[src/rtl/soin_bp_pkg.sv]
// Shared constants and types for the branch-predictor counter-table update path.
package soin_bp_pkg;

  // Counter table geometry and sweep value (weakly not-taken).
  localparam int             IDX_W    = 12;
  localparam int             CTR_W    = 2;
  localparam logic [CTR_W-1:0] INIT_VAL = 2'b01;

  // Fetch-time metadata layout carried alongside a resolved branch.
  localparam int BP_META_WIDTH = 18;
  localparam int META_IDX_LSB  = 0;
  localparam int META_CTR_LSB  = 12;
  localparam int META_RAS_LSB  = 14;
  localparam int META_RAS_W    = 4;

  // Controller modes: table sweep, then normal update draining.
  typedef enum logic {
    ST_INIT = 1'b0,
    ST_RUN  = 1'b1
  } upd_state_e;

endpackage

[src/rtl/soin_bp_upd_fifo.sv]
// Small synchronous FIFO holding pending counter-table writes.
// Same-cycle push and pop is allowed even when full; rd_data shows the head entry.
module soin_bp_upd_fifo #(
  parameter int W     = 15,
  parameter int DEPTH = 4
) (
  input  logic         clk,
  input  logic         srst,
  input  logic         push,
  input  logic [W-1:0] wr_data,
  input  logic         pop,
  output logic [W-1:0] rd_data,
  output logic         full,
  output logic         empty
);

  localparam int PTR_W = (DEPTH > 1) ? $clog2(DEPTH) : 1;
  localparam int CNT_W = PTR_W + 1;

  logic [W-1:0]     mem [DEPTH];
  logic [PTR_W-1:0] wr_ptr_q, wr_ptr_d;
  logic [PTR_W-1:0] rd_ptr_q, rd_ptr_d;
  logic [CNT_W-1:0] count_q, count_d;
  logic             do_push, do_pop;

  assign empty   = (count_q == '0);
  assign full    = (count_q == CNT_W'(DEPTH));
  assign do_pop  = pop & ~empty;
  // A push into a full queue is only taken when the head leaves in the same cycle.
  assign do_push = push & (~full | do_pop);
  assign rd_data = mem[rd_ptr_q];

  // Pointer and occupancy next-state.
  always_comb begin
    wr_ptr_d = do_push ? wr_ptr_q + PTR_W'(1) : wr_ptr_q;
    rd_ptr_d = do_pop  ? rd_ptr_q + PTR_W'(1) : rd_ptr_q;
    count_d  = count_q;
    if (do_push && !do_pop) begin
      count_d = count_q + CNT_W'(1);
    end else if (!do_push && do_pop) begin
      count_d = count_q - CNT_W'(1);
    end
  end

  // Pointer and occupancy registers; clearing them discards all entries.
  always_ff @(posedge clk) begin
    if (srst) begin
      wr_ptr_q <= '0;
      rd_ptr_q <= '0;
      count_q  <= '0;
    end else begin
      wr_ptr_q <= wr_ptr_d;
      rd_ptr_q <= rd_ptr_d;
      count_q  <= count_d;
    end
  end

  // Entry storage; contents need no reset because occupancy gates every read.
  always_ff @(posedge clk) begin
    if (do_push) begin
      mem[wr_ptr_q] <= wr_data;
    end
  end

endmodule

[src/rtl/soin_bpredictor_update_ctrl.sv]
// Counter-table update controller: sweeps the table to INIT_VAL, then drains
// resolved-branch updates (queued with their new counter value) onto the write port.
module soin_bpredictor_update_ctrl #(
  parameter int               IDX_W      = soin_bp_pkg::IDX_W,
  parameter int               CTR_W      = soin_bp_pkg::CTR_W,
  parameter int               FIFO_DEPTH = 4,
  parameter logic [CTR_W-1:0] INIT_VAL   = soin_bp_pkg::INIT_VAL
) (
  input  logic                                  clk,
  input  logic                                  reset,
  input  logic                                  ctrl_flush,
  input  logic                                  execute_bpredictor_update,
  input  logic                                  execute_bpredictor_dir,
  input  logic [soin_bp_pkg::BP_META_WIDTH-1:0] execute_bpredictor_meta,
  output logic [IDX_W-1:0]                      up_index,
  output logic [CTR_W-1:0]                      up_data,
  output logic                                  up_wen,
  output logic                                  ghr_shift,
  output logic                                  ghr_dir,
  output logic                                  init_busy,
  output logic [7:0]                            drop_count
);

  localparam int               ENT_W   = IDX_W + CTR_W + 1;
  localparam logic [IDX_W-1:0] IDX_ONE = IDX_W'(1);
  localparam logic [CTR_W-1:0] CTR_ONE = CTR_W'(1);
  localparam logic [CTR_W-1:0] CTR_MAX = '1;

  soin_bp_pkg::upd_state_e state_q, state_d;
  logic [IDX_W-1:0] sweep_addr_q, sweep_addr_d;
  logic             sweep_done_q, sweep_done_d;
  logic [IDX_W-1:0] up_index_q, up_index_d;
  logic [CTR_W-1:0] up_data_q, up_data_d;
  logic             up_wen_q, up_wen_d;
  logic             ghr_shift_q, ghr_shift_d;
  logic             ghr_dir_q, ghr_dir_d;
  logic [7:0]       drop_count_q, drop_count_d;

  logic [IDX_W-1:0] upd_index;
  logic [CTR_W-1:0] upd_old, upd_new;
  logic             fifo_srst, fifo_push, fifo_pop, fifo_full, fifo_empty;
  logic [ENT_W-1:0] fifo_wr_data, fifo_rd_data;
  logic             meta_unused;

  assign upd_index   = execute_bpredictor_meta[soin_bp_pkg::META_IDX_LSB +: IDX_W];
  assign upd_old     = execute_bpredictor_meta[soin_bp_pkg::META_CTR_LSB +: CTR_W];
  // The RAS index rides along in the metadata but belongs to another block.
  assign meta_unused = ^execute_bpredictor_meta[soin_bp_pkg::META_RAS_LSB +: soin_bp_pkg::META_RAS_W];

  // Saturating counter step, done before queuing so the drain path is a plain copy.
  always_comb begin
    upd_new = upd_old;
    if (execute_bpredictor_dir) begin
      if (upd_old != CTR_MAX) upd_new = upd_old + CTR_ONE;
    end else begin
      if (upd_old != '0) upd_new = upd_old - CTR_ONE;
    end
  end

  // A flush discards the coinciding update outright and freezes draining for that cycle.
  assign fifo_push    = execute_bpredictor_update & ~ctrl_flush;
  assign fifo_pop     = (state_q == soin_bp_pkg::ST_RUN) & ~fifo_empty & ~ctrl_flush;
  assign fifo_srst    = ~reset | ctrl_flush;
  assign fifo_wr_data = {upd_index, upd_new, execute_bpredictor_dir};

  soin_bp_upd_fifo #(
    .W     (ENT_W),
    .DEPTH (FIFO_DEPTH)
  ) u_fifo (
    .clk     (clk),
    .srst    (fifo_srst),
    .push    (fifo_push),
    .wr_data (fifo_wr_data),
    .pop     (fifo_pop),
    .rd_data (fifo_rd_data),
    .full    (fifo_full),
    .empty   (fifo_empty)
  );

  // Next-state: sweep in INIT, drain the queue in RUN, count overflow drops.
  always_comb begin
    state_d      = state_q;
    sweep_addr_d = sweep_addr_q;
    sweep_done_d = sweep_done_q;
    up_index_d   = up_index_q;
    up_data_d    = up_data_q;
    up_wen_d     = 1'b0;
    ghr_shift_d  = 1'b0;
    ghr_dir_d    = 1'b0;
    drop_count_d = drop_count_q;

    if (fifo_push && fifo_full && !fifo_pop && (drop_count_q != 8'hFF)) begin
      drop_count_d = drop_count_q + 8'd1;
    end

    if (ctrl_flush) begin
      state_d      = soin_bp_pkg::ST_INIT;
      sweep_addr_d = '0;
      sweep_done_d = 1'b0;
    end else begin
      case (state_q)
        soin_bp_pkg::ST_INIT: begin
          // The cycle after the last sweep write is spent switching to RUN,
          // so init_busy stays high for as long as sweep writes are visible.
          if (sweep_done_q) begin
            state_d = soin_bp_pkg::ST_RUN;
          end else begin
            up_wen_d     = 1'b1;
            up_index_d   = sweep_addr_q;
            up_data_d    = INIT_VAL;
            sweep_addr_d = sweep_addr_q + IDX_ONE;
            if (sweep_addr_q == '1) sweep_done_d = 1'b1;
          end
        end
        soin_bp_pkg::ST_RUN: begin
          if (fifo_pop) begin
            up_wen_d    = 1'b1;
            ghr_shift_d = 1'b1;
            {up_index_d, up_data_d, ghr_dir_d} = fifo_rd_data;
          end
        end
        default: state_d = soin_bp_pkg::ST_INIT;
      endcase
    end
  end

  // State and registered write-port/GHR outputs.
  always_ff @(posedge clk) begin
    if (!reset) begin
      state_q      <= soin_bp_pkg::ST_INIT;
      sweep_addr_q <= '0;
      sweep_done_q <= 1'b0;
      up_index_q   <= '0;
      up_data_q    <= '0;
      up_wen_q     <= 1'b0;
      ghr_shift_q  <= 1'b0;
      ghr_dir_q    <= 1'b0;
      drop_count_q <= 8'd0;
    end else begin
      state_q      <= state_d;
      sweep_addr_q <= sweep_addr_d;
      sweep_done_q <= sweep_done_d;
      up_index_q   <= up_index_d;
      up_data_q    <= up_data_d;
      up_wen_q     <= up_wen_d;
      ghr_shift_q  <= ghr_shift_d;
      ghr_dir_q    <= ghr_dir_d;
      drop_count_q <= drop_count_d;
    end
  end

  assign up_index   = up_index_q;
  assign up_data    = up_data_q;
  assign up_wen     = up_wen_q;
  assign ghr_shift  = ghr_shift_q;
  assign ghr_dir    = ghr_dir_q;
  assign drop_count = drop_count_q;
  assign init_busy  = (state_q == soin_bp_pkg::ST_INIT);

endmodule

[config.mk]
export PLATFORM = sky130hd
export DESIGN_NAME = soin_bpredictor_update_ctrl
export DESIGN_NICKNAME = d
export VERILOG_FILES = /design/src/rtl/soin_bp_pkg.sv /design/src/rtl/soin_bp_upd_fifo.sv /design/src/rtl/soin_bpredictor_update_ctrl.sv
export SDC_FILE = /design/constraint.sdc
export NUM_CORES = 1
export LEC_CHECK = 0
export ABC_AREA = 1
export CORE_MARGIN = 5
export CORE_UTILIZATION = 40
export CTS_CLUSTER_SIZE = 8
export DETAILED_ROUTE_END_ITERATION = 8
export GPL_ROUTABILITY_DRIVEN = 0
export PLACE_DENSITY_LB_ADDON = 0.08
export SLEW_MARGIN = 20
export SYNTH_ARGS = -nofsm -noshare
export SYNTH_HDL_FRONTEND = slang
export SYNTH_SLANG_ARGS = --single-unit
export TNS_END_PERCENT = 10
[constraint.sdc]
create_clock -name clk -period 2.7 [get_ports clk]
set_input_delay 0.27 -clock clk [delete_from_list [all_inputs] [get_ports clk]]
set_output_delay 0.27 -clock clk [all_outputs]
set_load 0.05 [all_outputs]
==> impl_metrics.yaml <==
critical_path:
  cp.arrival_ns: 1.96
  r2r_cells: 11
  critPathMaxStageDelay_ns: 0.84
  crit_chain: "buf_4 -> inv_2 -> clkdlybuf4s50_1"
  worstPathRequired_ns: 2.43
  worstSetupPathType: "reg -> out"
  worst_setup_path_end_kind: "output port"
  critPathSlowestCell: "clkdlybuf4s50_1"
  startpoint_type: "register"
  path_max_fanout: 17
logic_synthesis:
  syn_inst: 489
  synth_nets: 520
  yosys.cell_types.count: 33
  ys_warn_count: 0
  async_flop_share_pct: 0
  ys_ff_latch: 108
  synth-edff-count: 60
  synth.avg_cell_area_um2: 9.46
  seq_area_frac_synth_pct: 59.7
  synth_ff_type: "edfxtp_1"
  syn_area_um2: 4630
timing:
  rsz0062_at_grt: "false"
  drv_slew: 0
  tightest_slew_ns: 0.509
  clock.fmax_mhz: 448
  clock_skew_ns: 0.00720
  finalCritPeriodShare_pct: 82.7
  setup_violations: 0
  hold_violations: 0
  fin_crit_ns: 2.23
  finalSetupTns_ns: 0
  slew-limit-headroom_pct: 66.0
global_routing:
  antenna_found_initial: 0
  grt_pass1_vias: 3116
  use_met1_pct: 20.7
  grt_pass1_wl_mm: 16.7
  met2_usage_pct: 24.2
  grt_use_met3_pct: 4.57
  grt_max_degree: 35
  grt.total_usage_pct: 15.2
  grt_overflow_total: 0
  busiest_layer: "met2"
drt:
  via_count: 3277
  drt-initial-drc-count: 210
  drc_errors: 0
  wl_per_cell_um: 14.8
  wl_mm: 10.1
  dr.pass1.iters: 4
  antenna_left: 0
  via_per_inst: 4.78
final_layout:
  layout_common_cells: "94 x nand2_1, 61 x nor2_1, 60 x edfxtp_1, 53 x a21oi_1, 48 x dfxtp_1"
  final_util_pct: 48.3
  area_growth_pct: 18.7
  antenna_cells: 0
  n_fill_cell: 1092
  drive_gt1_share_pct: 9.21
  layout_commonest_cell: "nand2_1"
  layout.nets: 569
die:
  die-area_um2: 13800
  pin_count: 49
  initial_core_util_pct: 40.7
  core_um2: 11400
  rows: 39
  die_w_um: 118
  die_h_um: 118
flow_run:
  maxCapViolations: 0
clocking:
  cts.repair.resized: 0
  htree_num_levels: 3
  root_buffer: "clkbuf_16"
  numCtsBuffers: 9
  cts_num_sinks: 108
  cts_tree: "yes"
  ctsHoldBuffers: 0
  clkTransAtPathRegs_ns: 0.07
  post_cts_buffers: 0
  clk_latency_ns: 0.35
  clockBufferDepth: 2
hold_path:
  min_path_type: "reg -> reg"
  hold_depth: 2
placement:
  post-dp-hpwl_mm: 6.64
  port_buffers: 44
status:
  outcome: "completed"
power:
  p_leak_nw: 2.05
  ir_drop_v: 0.000423
  powerDensity_nw_per_um2: 585
[flip-flops by register name (all words and copies together) (netlist names), named ones only]
name and flops:
u_fifo.mem 60, up_data 2, ghr_shift 1, up_wen 1, drop_count 8, state_q 1, sweep_done_q 1, u_fifo.wr_ptr_q 2
u_fifo.rd_ptr_q 2, ghr_dir 1, u_fifo.count_q 3, sweep_addr_q 12, up_index 12
[per-stage QoR]
stage	total power [mW]	cells	cell area [um^2]	worst slack [ns]	hold slack, ns
floorplan	1.94	489	4630	0.853	0.369
global placement	2.02	670	5210	0.297	0.445
detailed placement	2.02	670	5210	0.283	0.461
CTS	3.25	686	5490	0.435	0.471
global route	3.34	686	5490	0.379	0.503
finish	3.21	686	5490	0.466	0.467
[worst max-delay path: cells and delay by family (launching register included)]
family	cells	cell delay [ns]
buffers and inverters	3	1.28
flip-flops	1	0.34
[kinds of logic after synthesis]
| group | Yosys count | share of synthesized area, % |
|---|---|---|
| compound gates | 106 | 11.7 |
| buf+inv | 64 | 6.22 |
| fa+ha+maj | 8 | 2.33 |
| simple gates | 201 | 19.7 |
| xor+xnor | 2 | 0.379 |
| flops | 108 | 59.7 |
[cell type report]
class                   instances  area, um^2  share of cell area (%)
flip-flops and latches        108        2760                    50.3
clock buffers                  10         229                    4.17
multi-input cells             317        1580                    28.7
clock inverters                 6        50.0                   0.912
inverters                      49         185                    3.37
well taps                     143         179                    3.26
repair buffers                 53         508                    9.25
[power by group]
group	leakage, nW	switching [mW]	total, mW	internal [mW]
registers	0.935	0.0140	1.78	1.77
logic	0.984	0.128	0.201	0.0730
clock network	0.135	0.594	1.23	0.637
total	2.05	0.736	3.21	2.48
[synth_stat cells, types with 5 or more instances]
library cell | number | area share (%)
inv_1 | 41 | 3.3
nand4_1 | 5 | 0.68
dfxtp_1 | 48 | 21
edfxtp_1 | 60 | 39
nand2_4 | 5 | 1.2
a21oi_1 | 53 | 5.7
ha_1 | 7 | 1.9
inv_2 | 6 | 0.49
o21ai_0 | 32 | 3.5
nand3_1 | 19 | 2.1
o21ai_1 | 16 | 1.7
nand2_1 | 94 | 7.6
nor2_1 | 61 | 4.9
buf_2 | 7 | 0.76
[routing by layer]
layer / up-vias / routed length (um) / share of wire [%]
li1: 1729 / - / -
met1: 1494 / 4930 / 49
met2: 48 / 4740 / 47
met3: 6 / 392 / 3.9
met4: 0 / 79 / 0.78
met5: - / 0 / 0
[final timing paths]
path	startpoint	end	slack (ns)
max reg2reg	u_fifo.count_q[0]	u_fifo.count_q[2]	0.73
min reg2reg	u_fifo.rd_ptr_q[1]	u_fifo.rd_ptr_q[1]	0.47
min	u_fifo.rd_ptr_q[1]	u_fifo.rd_ptr_q[1]	0.47
max	state_q	init_busy	0.47
Note: power is estimated with default switching activity, not from simulation.
